File: config.mk
export PLATFORM = sky130hd
export DESIGN_NAME = sample_read_arbiter
export DESIGN_NICKNAME = d
export VERILOG_FILES = /design/src/rtl/wave_pkg.sv /design/src/rtl/tag_delay_line.sv /design/src/rtl/sample_read_arbiter.sv
export SDC_FILE = /design/constraint.sdc
export NUM_CORES = 1
export LEC_CHECK = 0
export ABC_CLOCK_PERIOD_IN_PS = 2100
export BUFFER_PORTS_ARGS = -buffer_cell sky130_fd_sc_hd__buf_2
export CORE_UTILIZATION = 46
export DETAILED_ROUTE_END_ITERATION = 7
export PLACE_DENSITY = 0.81
export SLEW_MARGIN = 20
export SYNTH_ARGS = -nofsm -noshare
export SYNTH_HDL_FRONTEND = slang
export SYNTH_SLANG_ARGS = --single-unit
File: constraint.sdc
create_clock -name clk -period 2.1 [get_ports clk]
set_input_delay 0.21 -clock clk [delete_from_list [all_inputs] [get_ports clk]]
set_output_delay 0.21 -clock clk [all_outputs]
set_load 0.01 [all_outputs]
File: src/rtl/wave_pkg.sv
// Shared types and sample-RAM geometry for the waveform display read path.
package wave_pkg;

  localparam int SAMPLE_ADDR_W = 9;
  localparam int SAMPLE_W      = 8;

  typedef enum logic [1:0] {
    LOCKED = 2'd0,
    OPEN   = 2'd1,
    DRAIN  = 2'd2
  } arb_state_t;

  // Travels alongside each RAM read to steer the returning data.
  typedef struct packed {
    logic disp;
    logic ana;
    logic last;
  } rd_tag_t;

endpackage

File: src/rtl/tag_delay_line.sv
// Fixed-depth shift register that delays read tags by the RAM read latency.
module tag_delay_line
  import wave_pkg::*;
#(
  parameter int DEPTH = 1
) (
  input  logic    clk,
  input  logic    clear,
  input  rd_tag_t tag_in,
  output rd_tag_t tag_out
);

  rd_tag_t tag_p [DEPTH];

  // Advance tags one stage per cycle; clear empties every stage
  always_ff @(posedge clk) begin
    if (clear) begin
      for (int i = 0; i < DEPTH; i++) tag_p[i] <= '0;
    end else begin
      tag_p[0] <= tag_in;
      for (int i = 1; i < DEPTH; i++) tag_p[i] <= tag_p[i-1];
    end
  end

  assign tag_out = tag_p[DEPTH-1];

endmodule

File: src/rtl/sample_read_arbiter.sv
// Shares the sample RAM read port: renderer always wins, analyzer is
// granted only while the display is blanking, returns stay in order.
module sample_read_arbiter
  import wave_pkg::*;
#(
  parameter int ADDR_W   = SAMPLE_ADDR_W,
  parameter int DATA_W   = SAMPLE_W,
  parameter int RD_LAT   = 1,
  parameter int STARVE_W = 16
) (
  input  logic                clk,
  input  logic                reset,
  input  logic                vsync,
  input  logic                disp_req,
  input  logic [ADDR_W-1:0]   disp_addr,
  output logic                disp_rvalid,
  output logic [DATA_W-1:0]   disp_rdata,
  input  logic                ana_req,
  input  logic [ADDR_W-1:0]   ana_addr,
  input  logic                ana_last,
  output logic                ana_gnt,
  output logic                ana_rvalid,
  output logic [DATA_W-1:0]   ana_rdata,
  output logic                ana_done,
  output logic [STARVE_W-1:0] starve_cnt,
  output logic [ADDR_W-1:0]   ram_addr,
  input  logic [DATA_W-1:0]   ram_rdata
);

  arb_state_t        state;
  logic              vsync_q;
  logic [1:0]        inflight;
  logic [ADDR_W-1:0] addr_hold;
  rd_tag_t           tag_in;
  rd_tag_t           tag_out;

  assign ana_gnt  = ana_req & ~disp_req & (state == OPEN);
  assign ram_addr = disp_req ? disp_addr : (ana_gnt ? ana_addr : addr_hold);

  // Remember the last issued address so an idle port does not glitch to 0
  always_ff @(posedge clk or posedge reset) begin
    if (reset) addr_hold <= '0;
    else       addr_hold <= ram_addr;
  end

  assign tag_in = '{disp: disp_req, ana: ana_gnt, last: ana_gnt & ana_last};

  tag_delay_line #(
    .DEPTH (RD_LAT)
  ) u_tag_delay_line (
    .clk     (clk),
    .clear   (reset),
    .tag_in  (tag_in),
    .tag_out (tag_out)
  );

  // Valids are masked while reset is high so the clear takes effect at once
  assign disp_rvalid = tag_out.disp & ~reset;
  assign ana_rvalid  = tag_out.ana & ~reset;
  assign ana_done    = ana_rvalid & tag_out.last;
  assign disp_rdata  = disp_rvalid ? ram_rdata : '0;
  assign ana_rdata   = ana_rvalid ? ram_rdata : '0;

  // Single synchroniser stage on vsync ahead of the state machine
  always_ff @(posedge clk or posedge reset) begin
    if (reset) vsync_q <= 1'b1;
    else       vsync_q <= vsync;
  end

  // Count analyzer reads issued but not yet returned
  always_ff @(posedge clk or posedge reset) begin
    if (reset) begin
      inflight <= '0;
    end else begin
      case ({ana_gnt, ana_rvalid})
        2'b10:   inflight <= inflight + 2'd1;
        2'b01:   inflight <= inflight - 2'd1;
        default: inflight <= inflight;
      endcase
    end
  end

  // Blanking window state machine; DRAIN waits for analyzer returns
  always_ff @(posedge clk or posedge reset) begin
    if (reset) begin
      state <= LOCKED;
    end else begin
      case (state)
        LOCKED:  if (!vsync_q)         state <= OPEN;
        OPEN:    if (vsync_q)          state <= DRAIN;
        DRAIN:   if (inflight == 2'd0) state <= LOCKED;
        default:                       state <= LOCKED;
      endcase
    end
  end

  // Saturating wait counter for a pending, ungranted analyzer request
  always_ff @(posedge clk or posedge reset) begin
    if (reset) begin
      starve_cnt <= '0;
    end else if (!ana_req || ana_gnt) begin
      starve_cnt <= '0;
    end else if (starve_cnt != '1) begin
      starve_cnt <= starve_cnt + STARVE_W'(1);
    end
  end

endmodule

* Word level (Yosys, flattened, before mapping)
Memory sizes are Yosys's and may differ from the RTL's. Index checks and enable logic that the tools add are counted. Widths: inputs -> output; s select.
Word-level totals: flip-flop bits (word level) 30, memory bits (writable) 3, input bits 32, output and inout bits 45, logic and storage cells 49, memories kept 1
Operators by class: $add $sub $neg 3, eq/ne operators 8, multiplexer cells 16, bitwise logic cells 8, reductions and logical operators 8
Memory list:
- u_tag_delay_line.tag_p | depth 1, bits a word 3, rd ports 1, clocked after memory_dff 0, wr ports 1, line tag_delay_line.sv:13 | rd_tag_t tag_p [DEPTH];
Operators with widths (number):
- $mux 16 | 2
- $mux 9 | 2
- $add 16x1->16 const B | 1
- $mux 8 | 2
- $ne 16x16->1 const B | 1
- $and 1x1->1 | 6
- $mux 2 | 3
- $ne 2x2->1 const B | 3
- $pmux 2 s3 | 1
- $eq 2x1->1 const B | 2
- $eq 2x2->1 const B | 2
- $logic_not 2->1 | 2
- $mux 1 | 4
- $pmux 2 s2 | 1
- $reduce_bool 2->1 | 2
- $mux 3 | 1
- $reduce_and 3->1 | 1
- $reduce_or 3->1 | 1
- $add 2x1->2 const B | 1
- $not 1->1 | 2
- $sub 2x1->2 const B | 1
- $logic_not 1->1 | 1
- $logic_or 1x1->1 | 1

* Longest topological paths before layout
Gate-level depths: netlist of run 1.
depth after elaboration 5, gate-level depth with buffers 6, mapped depth without buffers 6

* Hierarchy
Synthesis of run 1 repeated with hierarchy kept, for this count alone.
Second synthesis, totals: cell total of the unflattened synthesis 177, area total of the unflattened synthesis 1724.2 µm²
Modules (own cells, without submodules):
- sample_read_arbiter | times used 1, cells each 171, area each 1645.3 µm², sequential area each 752.0 µm²
- tag_delay_line | times used 1, cells each 6, area each 78.8 µm², sequential area each 60.1 µm²

* Least setup slack after synthesis of run 1
OpenSTA, ideal clock, no wires.
kind register -> register, from register starve_cnt[0], to register starve_cnt[1], setup time 0.132 ns, arrival 1.681 ns, required time 1.968 ns, setup slack 0.287 ns, stages on the path, launching flop included 7, buffers on the path 1, clock period less this slack 1.813 ns, cell sequence dfrtp_1 ha_1 nand4_1 nor4_1 buf_2 mux2i_1 nor2_1
Between the ends: word-level cells in the longest chain between the ends 3, elaborated cells between the ends (all ways) 5, classes of those cells add/sub (1); eq/ne (1); mux (2); reduce/logical (1)
Ends and longest elaborated chain:
- from (decl) | line sample_read_arbiter.sv:25 | output logic [STARVE_W-1:0] starve_cnt,
- from (signal assigned) | line sample_read_arbiter.sv:104 | starve_cnt <= starve_cnt + STARVE_W'(1);
- $add 16x1->16 | line sample_read_arbiter.sv:104
- $mux 16 | line sample_read_arbiter.sv:103 | end else if (starve_cnt != '1) begin
- $mux 16 | line sample_read_arbiter.sv:101 | end else if (!ana_req || ana_gnt) begin
Several ways; a longest one is shown, not always the timed one. The select of a mux whose other input is x is not followed. A chain may end at the register's enable or synchronous reset.

* Worst setup path in the final report of run 1
from register state[1], to output ram_addr[8]
Between the ends: word-level cells in the longest chain between the ends 4
Ends and longest elaborated chain:
- from (decl) | line sample_read_arbiter.sv:30 | arb_state_t state;
- from (signal assigned) | line sample_read_arbiter.sv:86 | state <= LOCKED;
- from (signal assigned) | line sample_read_arbiter.sv:89 | LOCKED: if (!vsync_q) state <= OPEN;
- from (signal assigned) | line sample_read_arbiter.sv:90 | OPEN: if (vsync_q) state <= DRAIN;
- $eq 2x1->1 | line sample_read_arbiter.sv:37 | assign ana_gnt = ana_req & ~disp_req & (state == OPEN);
- $and 1x1->1 | line sample_read_arbiter.sv:37
- $mux 9 (2 in a row) | line sample_read_arbiter.sv:38 | assign ram_addr = disp_req ? disp_addr : (ana_gnt ? ana_addr : addr_hold);
- to (decl) | line sample_read_arbiter.sv:26 | output logic [ADDR_W-1:0] ram_addr,
Every way passes these cells.

==> results of run 1 <==
power breakdown:
part	internal [uW]	switching, uW	total (uW)	leakage (uW)
registers	702	46.7	748	0.000414
clock network	194	219	413	0.0000413
logic	139	147	286	0.000715
per-stage QoR:
step / worst slack, ns / total power (uW) / instances
after floorplan: 0.287 / 934 / 179
after global placement: 0.390 / 1040 / 299
after detailed placement: 0.364 / 1050 / 299
after CTS: 0.139 / 1460 / 309
after global routing: 0.00944 / 1530 / 309
final: 0.163 / 1450 / 309
layer usage:
layer / wire length (microns) / track usage, % / part of all wire [%]
met1: 1820 / 27.1 / 46
met2: 1900 / 34.0 / 48
met3: 153 / 4.56 / 3.9
met4: 74 / 10.5 / 1.9
met5: 0 / 0 / 0
sequential cells by signal, indices dropped and copies added (netlist names):
name	count
state	2
u_tag_delay_line.tag_p	3
vsync_q	1
addr_hold	9
inflight	2
starve_cnt	16
placed cells by master (no fill, tap or decap), types with 2 or more instances in the layout:
cell type      instances
dlygate4sd3_1          2
buf_4                  5
or3_2                  2
nand3b_1               2
nand4_1                3
mux2i_1               14
nor2_1                10
a21oi_1                7
or3_1                  4
clkbuf_8               2
nor2b_1                4
dfrtp_1               29
nor4_1                 3
xor2_1                 2
ha_1                   2
and3_1                 3
and2_1                17
buf_2                 76
nand2_1               16
inv_1                  4
dfxtp_1                3
clkbuf_4               5
a31oi_1                3
or2_2                  2
nor3_1                 3
nand3_1                7
nand2b_1               3
xnor2_1                2
o21ai_0               19
area by class of cell:
| type | count | area [sq um] | area share [%] |
|---|---|---|---|
| Clock inverter | 1 | 5.00 | 0.225 |
| Tap cell | 46 | 57.6 | 2.59 |
| Inverter | 4 | 15.0 | 0.675 |
| Clock buffer | 7 | 65.1 | 2.92 |
| Multi-Input combinational cell | 135 | 832 | 37.4 |
| Sequential cell | 33 | 812 | 36.5 |
| Timing Repair Buffer | 83 | 438 | 19.7 |
kinds of logic after synthesis:
kind of cell,after synthesis,synth area share (%)
and+or+nand+nor,83,27.3
DFF,33,48.1
AOI/OAI and AO/OA,32,10.2
muxes,14,8.30
buffers and inverters,11,2.59
xor gates and xnor gates,4,2.08
adders and majority gates,2,1.48
final timing paths:
path	startpoint	to	slack, ns	depth (start not counted)
max in group asynchronous	reset	addr_hold[6]	1.04	4
worst max-delay path	state[1]	ram_addr[8]	0.16	5
worst min register to register	inflight[1]	inflight[1]	0.48	1
min in group asynchronous	reset	starve_cnt[10]	0.44	3
worst max register to register	starve_cnt[3]	starve_cnt[11]	0.31	4
worst min-delay path	ana_last	u_tag_delay_line.tag_p[0][0]	0.1	2
critical path, stage by stage (launching register included):
cell and delay, ns:
dfrtp_1 0.42, nand3b_1 0.18, buf_4 0.21, mux2i_1 0.13, o21ai_0 0.26, buf_2 0.19
what timing repair did:
action / in CTS / in global routing
hold buffers: 2 / 0
buffers inserted: 0 / 0
endpoints found under the hold margin: 10 / 0
==> results.json, run 1 <==
{
  "cts_buffer_depth": 2,
  "whs_ns": 0.0962,
  "rsz0062_at_grt": "false",
  "ys.flop_type": "dfrtp_1",
  "ios": 77,
  "postSynthRegisterBits": 33,
  "arrival_ns": 1.73,
  "hp-class": "input port to flop",
  "drt_iter0_drc": 50,
  "grt_usage_pct": 21.2,
  "period_needed_ns": 1.94,
  "startpoint_type": "flop",
  "insertion_delay_ns": 0.34,
  "h-tree-depth": 2,
  "num_rows": 21,
  "yosys.area.top_type_share_pct": 43.0,
  "yosysTopAreaCell": "dfrtp_1",
  "ys_types": 34,
  "die_area_sq_um": 3920,
  "async_flop_share_pct": 90.9,
  "syn-cell-area_sq_um": 1690,
  "crit_type": "flop to primary output",
  "drv_cap": 0,
  "skew_ns": 0.00371,
  "yosysSeqAreaShare_pct": 48.1,
  "worst_pin_slew_ns": 0.452,
  "fin_area_sq_um": 2220,
  "routed_wl_microns": 3950,
  "synth-edff-count": 0,
  "hold_viol": 0,
  "firstDrtPassIters": 4,
  "max_freq_ghz": 0.516,
  "slew_headroom_pct": 69.8,
  "leakage_uw": 0.00117,
  "antennaDiodeCount": 0,
  "cts.sinks": 33,
  "fin_setup_tns_ns": 0,
  "chipHeight_microns": 62.6,
  "syn_nets": 213,
  "required_ns": 1.89,
  "avgSynthCellArea_sq_um": 9.43,
  "grt_pass1_vias": 1476,
  "vias": 1589,
  "post-route-period-util_pct": 92.3,
  "synth.area.top_cells": "dfrtp_1, mux2i_1, and2_1",
  "numCtsBuffers": 5,
  "cp-end-kind": "primary output",
  "antenna_found_initial": 0,
  "die_w_microns": 62.6,
  "final_layout_size_suffix_gt1_share_pct": 36.9,
  "post_cts_resized": 0,
  "yosysMostFrequentCell": "dfrtp_1",
  "hpwl_microns": 2850,
  "setup_viol": 0,
  "utilization_pct": 65.1,
  "start_util_pct": 49.4,
  "slew_violations": 0,
  "cts_tree": "built",
  "core_area_sq_um": 3420,
  "grt.overflow.total": 0,
  "cts_root_buf": "clkbuf_4",
  "syn_inst": 179,
  "routed_via_density": 5.14,
  "worstPathMaxFanout": 10,
  "synth.yosys.warnings": 0,
  "wl_per_cell_microns": 12.8,
  "placed_cell_area_sq_um": 2130,
  "clkTransAtPathRegs_ns": 0.10,
  "place_congestion": 0.851,
  "grt_pass1_wl_microns": 6560,
  "power_density_nw_per_um2": 650,
  "port_buffers": 76,
  "ant_nets": 0,
  "grt_max_degree": 22,
  "ir_worst_vdd_uv": 497,
  "fillers": 304,
  "synth_common_cells": "dfrtp_1, o21ai_0, and2_1, nand2_1, mux2i_1",
  "status": "completed",
  "area_growth_pct": 31.8,
  "drc": 0,
  "nNetsFinal": 296
}
(Power assumes the default switching activity.)
==> inputs of run 2 (changes only) <==
Settings changed: CORE_UTILIZATION 46 to 47, PLACE_DENSITY 0.81 to 0.82, SYNTH_HIERARCHICAL set to 1.
==> results.json, run 2 <==
{
  "status": "completed",
  "firstDrtPassIters": 4,
  "antennaDiodeCount": 0,
  "post-route-period-util_pct": 93.5,
  "synth-edff-count": 0,
  "fillers": 279,
  "final_common_cell": "buf_2",
  "nNetsFinal": 296,
  "arrival_ns": 1.75,
  "port_buffers": 76,
  "slew_violations": 0,
  "drv_cap": 0,
  "yosysMostFrequentCell": "dfrtp_1",
  "min_from": "disp_addr[4]",
  "power_uw": 1570,
  "switching_share_pct": 27.4,
  "setup_viol": 0,
  "syn_nets": 211,
  "area_growth_pct": 32.1,
  "grt.overflow.total": 0,
  "p_seq_share_pct": 48.3,
  "drc": 0,
  "utilization_pct": 66.7,
  "synth_xor_area_share_pct": 3.05,
  "cts_buffer_depth": 2,
  "cts_root_buf": "clkbuf_4",
  "min_to": "addr_hold[4]",
  "antenna_found_initial": 0,
  "yosysTopAreaCell": "dfrtp_1",
  "crit_type": "flop to primary output",
  "ir_worst_vdd_uv": 447,
  "regMostFlops": "starve_cnt",
  "clkTransAtPathRegs_ns": 0.10,
  "hold_viol": 0,
  "dp_worst_setup_slack_ns": 0.271,
  "grt_usage_pct": 21.7,
  "die_area_sq_um": 3910,
  "skew_ns": 0.0176,
  "syn-cell-area_sq_um": 1720,
  "hpwl_microns": 2890,
  "start_util_pct": 50.5,
  "postSynthRegisterBits": 33,
  "grt_pass1_wl_microns": 6690,
  "syn_inst": 177,
  "place_congestion": 0.836,
  "worst_pin_slew_ns": 0.493,
  "fin_area_sq_um": 2280,
  "wl_per_cell_microns": 12.6,
  "r2r_start": "starve_cnt[0]",
  "worstPathMaxFanout": 9,
  "routed_via_density": 5.13,
  "hp-class": "input port to flop",
  "grt_max_degree": 31,
  "synth.area.mux_share_pct": 5.81,
  "die_w_microns": 62.6,
  "core_area_sq_um": 3420,
  "power_density_nw_per_um2": 687,
  "period_needed_ns": 1.96,
  "synth_compound_area_share_pct": 11.8,
  "synth.yosys.warnings": 6,
  "h-tree-depth": 2,
  "slew_headroom_pct": 66.9,
  "ios": 77,
  "fin_ws_ns": 0.136,
  "worst_r2r_path_depth": 5,
  "async_flop_share_pct": 90.9,
  "routed_wl_microns": 3900,
  "hold_depth": 3,
  "grt_pass1_vias": 1483,
  "max_freq_ghz": 0.509,
  "final_layout_size_suffix_gt1_share_pct": 37.3,
  "rsz0062_at_grt": "false",
  "synth_fa_ha_area_share_pct": 1.45,
  "yosys.area.top_type_share_pct": 42.1,
  "startpoint_type": "flop",
  "post_cts_buffers": 0,
  "seq_area_sq_um": 812,
  "ant_nets": 0,
  "insertion_delay_ns": 0.34,
  "largest_reg_flops": 16,
  "drt_iter0_drc": 43,
  "fin_setup_tns_ns": 0,
  "leakage_uw": 0.00121,
  "multi_input_area_sq_um": 860,
  "ys.flop_type": "dfrtp_1",
  "rr_endpoint": "starve_cnt[1]",
  "synth_common_cells": "dfrtp_1, and2_1, nand2_1, o21ai_0",
  "required_ns": 1.89,
  "cts.sinks": 33,
  "chipHeight_microns": 62.6,
  "yosysSeqAreaShare_pct": 47.1,
  "synthSimpleGateAreaFrac_pct": 27.7,
  "num_rows": 21,
  "synth_top_family_by_area": "simple AND/OR/NAND/NOR gates",
  "reg_top3": "starve_cnt x16, addr_hold x9, u_tag_delay_line/tag_p x3",
  "numCtsBuffers": 5,
  "pwr-share-clk_pct": 31.8,
  "combPwrFrac_pct": 19.8,
  "layout_common_cells": "buf_2, dfrtp_1, and2_1, nand2_1",
  "vias": 1586,
  "power_switching_uw": 429,
  "intPower_uw": 1140,
  "cts_tree": "built",
  "placed_cell_area_sq_um": 2170,
  "ys_types": 41,
  "synth.area.top_cells": "dfrtp_1, and2_1, mux2i_1",
  "r2r_setup_slack_ns": 0.27,
  "cp-end-kind": "primary output",
  "avgSynthCellArea_sq_um": 9.74
}
[run 2: what timing repair did]
item,CTS,global route
endpoints found under the setup margin,0,4
hold endpoints to repair,30,0
hold buffers,2,0
resized for setup,0,4
[run 2: worst max-delay path by stage]
stage | from | endpoint | slack [ns] | cells past startpoint
5_1_grt | state[1] | ram_addr[7] | 0.02 | 6
2_1_floorplan | state[1] | inflight[1] | 0.39 | 6
4_1_cts | state[1] | ram_addr[3] | 0.07 | 6
6_report | state[1] | ram_addr[2] | 0.14 | 6
3_5_place_dp | starve_cnt[0] | starve_cnt[1] | 0.27 | 5
3_3_place_gp | starve_cnt[0] | starve_cnt[1] | 0.38 | 5
[run 2: critical path, stage by stage, from the launching register on]
cell and delay [ns]:
dfrtp_1 0.42, nor2b_1 0.21, nand2_2 0.08, buf_4 0.19, mux2i_1 0.12, o21ai_0 0.22
buf_2 0.18
[run 2: stage by stage]
stage,hold WS (ns),cells
detailed placement,0.317,299
floorplan,0.214,177
global route,0.0972,309
CTS,0.0904,309
finish,0.104,309
global placement,0.316,299
[run 2: layout make-up]
type | count | share of cell area (%)
sequential | 33 | 35.6
timing repair buffer | 83 | 19.2
clock inverter | 1 | 1.32
multi-input combinational | 132 | 37.7
inverter | 7 | 1.15
clock buffer | 7 | 2.42
tap | 46 | 2.53
[run 2: kinds of logic after synthesis]
family,Yosys count
and+or+nand+nor,81
AOI/OAI and AO/OA,33
DFF,33
buffers and inverters,12
muxes,10
xor gates and xnor gates,6
adders and majority gates,2
[run 2: layer usage]
metal / vias up / GRT usage, % / part of all wire (%)
li1: 795 / - / -
met2: 52 / 36.0 / 50
met5: - / 0 / 0
met3: 4 / 6.75 / 5.6
met1: 735 / 25.9 / 43
met4: 0 / 9.30 / 1.4
[run 2: power groups by stage]
stage | Combinational, uW | Sequential, uW | Clock, uW
after floorplan | 198 | 759 | 0
after global placement | 300 | 765 | 0
after detailed placement | 309 | 770 | 0
after CTS | 313 | 757 | 508
after global routing | 348 | 766 | 540
final | 310 | 757 | 499
==> inputs of run 3 (changes only) <==
Settings changed: ABC_AREA set to 1, CORE_UTILIZATION 47 to 48.
==> results.json, run 3 <==
{
  "async_flop_share_pct": 90.9,
  "max_freq_ghz": 0.527,
  "min_from": "vsync",
  "cts.sinks": 33,
  "drt_iter0_drc": 116,
  "routed_wl_microns": 4150,
  "syn_nets": 282,
  "worst_r2r_path_depth": 8,
  "crit_type": "flop to primary output",
  "ios": 77,
  "grt_pass1_vias": 1648,
  "drc": 0,
  "synth-edff-count": 0,
  "ys_types": 25,
  "final_cells": 378,
  "die_area_sq_um": 4110,
  "clkTransAtPathRegs_ns": 0.07,
  "synth_common_cells": "nor2_1, nand2_1, dfrtp_1, inv_1, o21ai_0",
  "postSynthRegisterBits": 33,
  "antennaDiodeCount": 0,
  "yosysSeqAreaShare_pct": 43.9,
  "num_rows": 22,
  "power_density_nw_per_um2": 679,
  "synth.yosys.warnings": 6,
  "layout_common_cells": "buf_2, nor2_1, nand2_1, dfrtp_1, inv_1",
  "hold_viol": 0,
  "post_cts_resized": 0,
  "place_congestion": 0.817,
  "worst_pin_slew_ns": 0.378,
  "leakage_uw": 0.00134,
  "core_area_sq_um": 3690,
  "hp-class": "input port to flop",
  "startpoint_type": "flop",
  "largest_reg_flops": 16,
  "antenna_found_initial": 0,
  "final_common_cell": "buf_2",
  "syn_inst": 248,
  "yosysMostFrequentCell": "nor2_1",
  "arrival_ns": 1.69,
  "regMostFlops": "starve_cnt",
  "required_ns": 1.89,
  "yosysTopAreaCell": "dfrtp_1",
  "hold_buffers": 0,
  "chipHeight_microns": 64.1,
  "insertion_delay_ns": 0.29,
  "reg_top3": "starve_cnt x16, addr_hold x9, u_tag_delay_line/tag_p x3",
  "skew_ns": 0.00666,
  "avgSynthCellArea_sq_um": 7.46,
  "wl_per_cell_microns": 11.0,
  "h-tree-depth": 2,
  "r2r_setup_slack_ns": 0.50,
  "hpwl_microns": 3150,
  "status": "completed",
  "rsz0062_at_grt": "false",
  "cts_tree": "built",
  "start_util_pct": 50.2,
  "slew_violations": 0,
  "die_w_microns": 64.1,
  "ys.flop_type": "dfrtp_1",
  "fin_setup_tns_ns": 0,
  "nNetsFinal": 363,
  "synth.area.top_cells": "dfrtp_1, nor2_1, nand2_1",
  "fillers": 335,
  "crit_end": "ram_addr[8]",
  "r2r_start": "state[1]",
  "ir_worst_vdd_uv": 570,
  "dp_cells": 370,
  "cp-end-kind": "primary output",
  "area_growth_pct": 28.7,
  "port_buffers": 76,
  "whs_ns": 0.0164,
  "drv_cap": 0,
  "final_layout_size_suffix_gt1_share_pct": 35.2,
  "grt_max_degree": 32,
  "cts_root_buf": "clkbuf_8",
  "yosys.area.top_type_share_pct": 39.2,
  "routed_via_density": 4.80,
  "worstPathMaxFanout": 10,
  "rr_endpoint": "inflight[1]",
  "setup_viol": 0,
  "startpoint": "state[1]",
  "post_cts_buffers": 0,
  "grt_usage_pct": 21.8,
  "vias": 1815,
  "ant_nets": 0,
  "grt_pass1_wl_microns": 6910,
  "firstDrtPassIters": 4,
  "numCtsBuffers": 5,
  "syn-cell-area_sq_um": 1850,
  "period_needed_ns": 1.90,
  "slew_headroom_pct": 74.8,
  "cts_buffer_depth": 2,
  "post-route-period-util_pct": 90.3,
  "grt.overflow.total": 0
}
-- run 3: where the power goes --
| part | leakage (uW) | internal [uW] | switching (uW) |
|---|---|---|---|
| sequential | 0.000414 | 706 | 47.9 |
| combinational | 0.000871 | 116 | 169 |
| clock | 0.0000552 | 352 | 227 |
-- run 3: final cells by class --
cell class | count | area [sq um] | share of cell area, %
tap | 48 | 60.1 | 2.52
clock buffer | 6 | 72.6 | 3.05
multi-input combinational | 177 | 872 | 36.6
sequential | 33 | 812 | 34.1
timing repair buffer | 78 | 395 | 16.6
inverter | 34 | 134 | 5.62
clock inverter | 2 | 35.0 | 1.47
-- run 3: metal layers --
| layer | vias up | part of all wire, % | global-route usage (%) |
|---|---|---|---|
| met2 | 59 | 49 | 37.5 |
| met1 | 813 | 44 | 26.4 |
| li1 | 938 | - | - |
| met5 | - | 0 | 0 |
| met4 | 0 | 1.4 | 9.44 |
| met3 | 5 | 5.3 | 4.29 |
-- run 3: through the flow --
step                      cell area (sq um)  util, %  worst slack (ns)  power [uW]
after detailed placement               2270     61.6             0.485        1050
after global placement                 2270     61.6             0.556        1040
after floorplan                        1850        -             0.157         935
after global routing                   2380     64.6            0.0507        1700
final                                  2380     64.6             0.203        1620
after CTS                              2380     64.6             0.199        1630
-- run 3: worst min path at each step --
stage	endpoint	slack, ns	cells after the start
finish	vsync_q	0.02	1
global route	vsync_q	0.01	1
CTS	vsync_q	0.01	1
detailed placement	vsync_q	0.32	1
global placement	vsync_q	0.32	1
floorplan	addr_hold[0]	0.13	1
-- run 3: worst max-delay path, stage by stage (launching register included) --
cell     delay [ns]
dfrtp_1        0.40
inv_2          0.07
nand3_2        0.08
buf_4          0.18
inv_1          0.15
o21ai_0        0.13
o21ai_0        0.22
buf_2          0.17
-- run 3: kinds of logic (layout without fill, tap and decap cells) --
kind of cell | after synthesis | in the layout | synth area share, %
adders and majority gates | 2 | 2 | 1.35
and+or+nand+nor | 143 | 143 | 36.0
xor gates and xnor gates | 4 | 4 | 1.89
AOI/OAI and AO/OA | 28 | 28 | 7.84
DFF | 33 | 33 | 43.9
buffers and inverters | 38 | 120 | 8.99
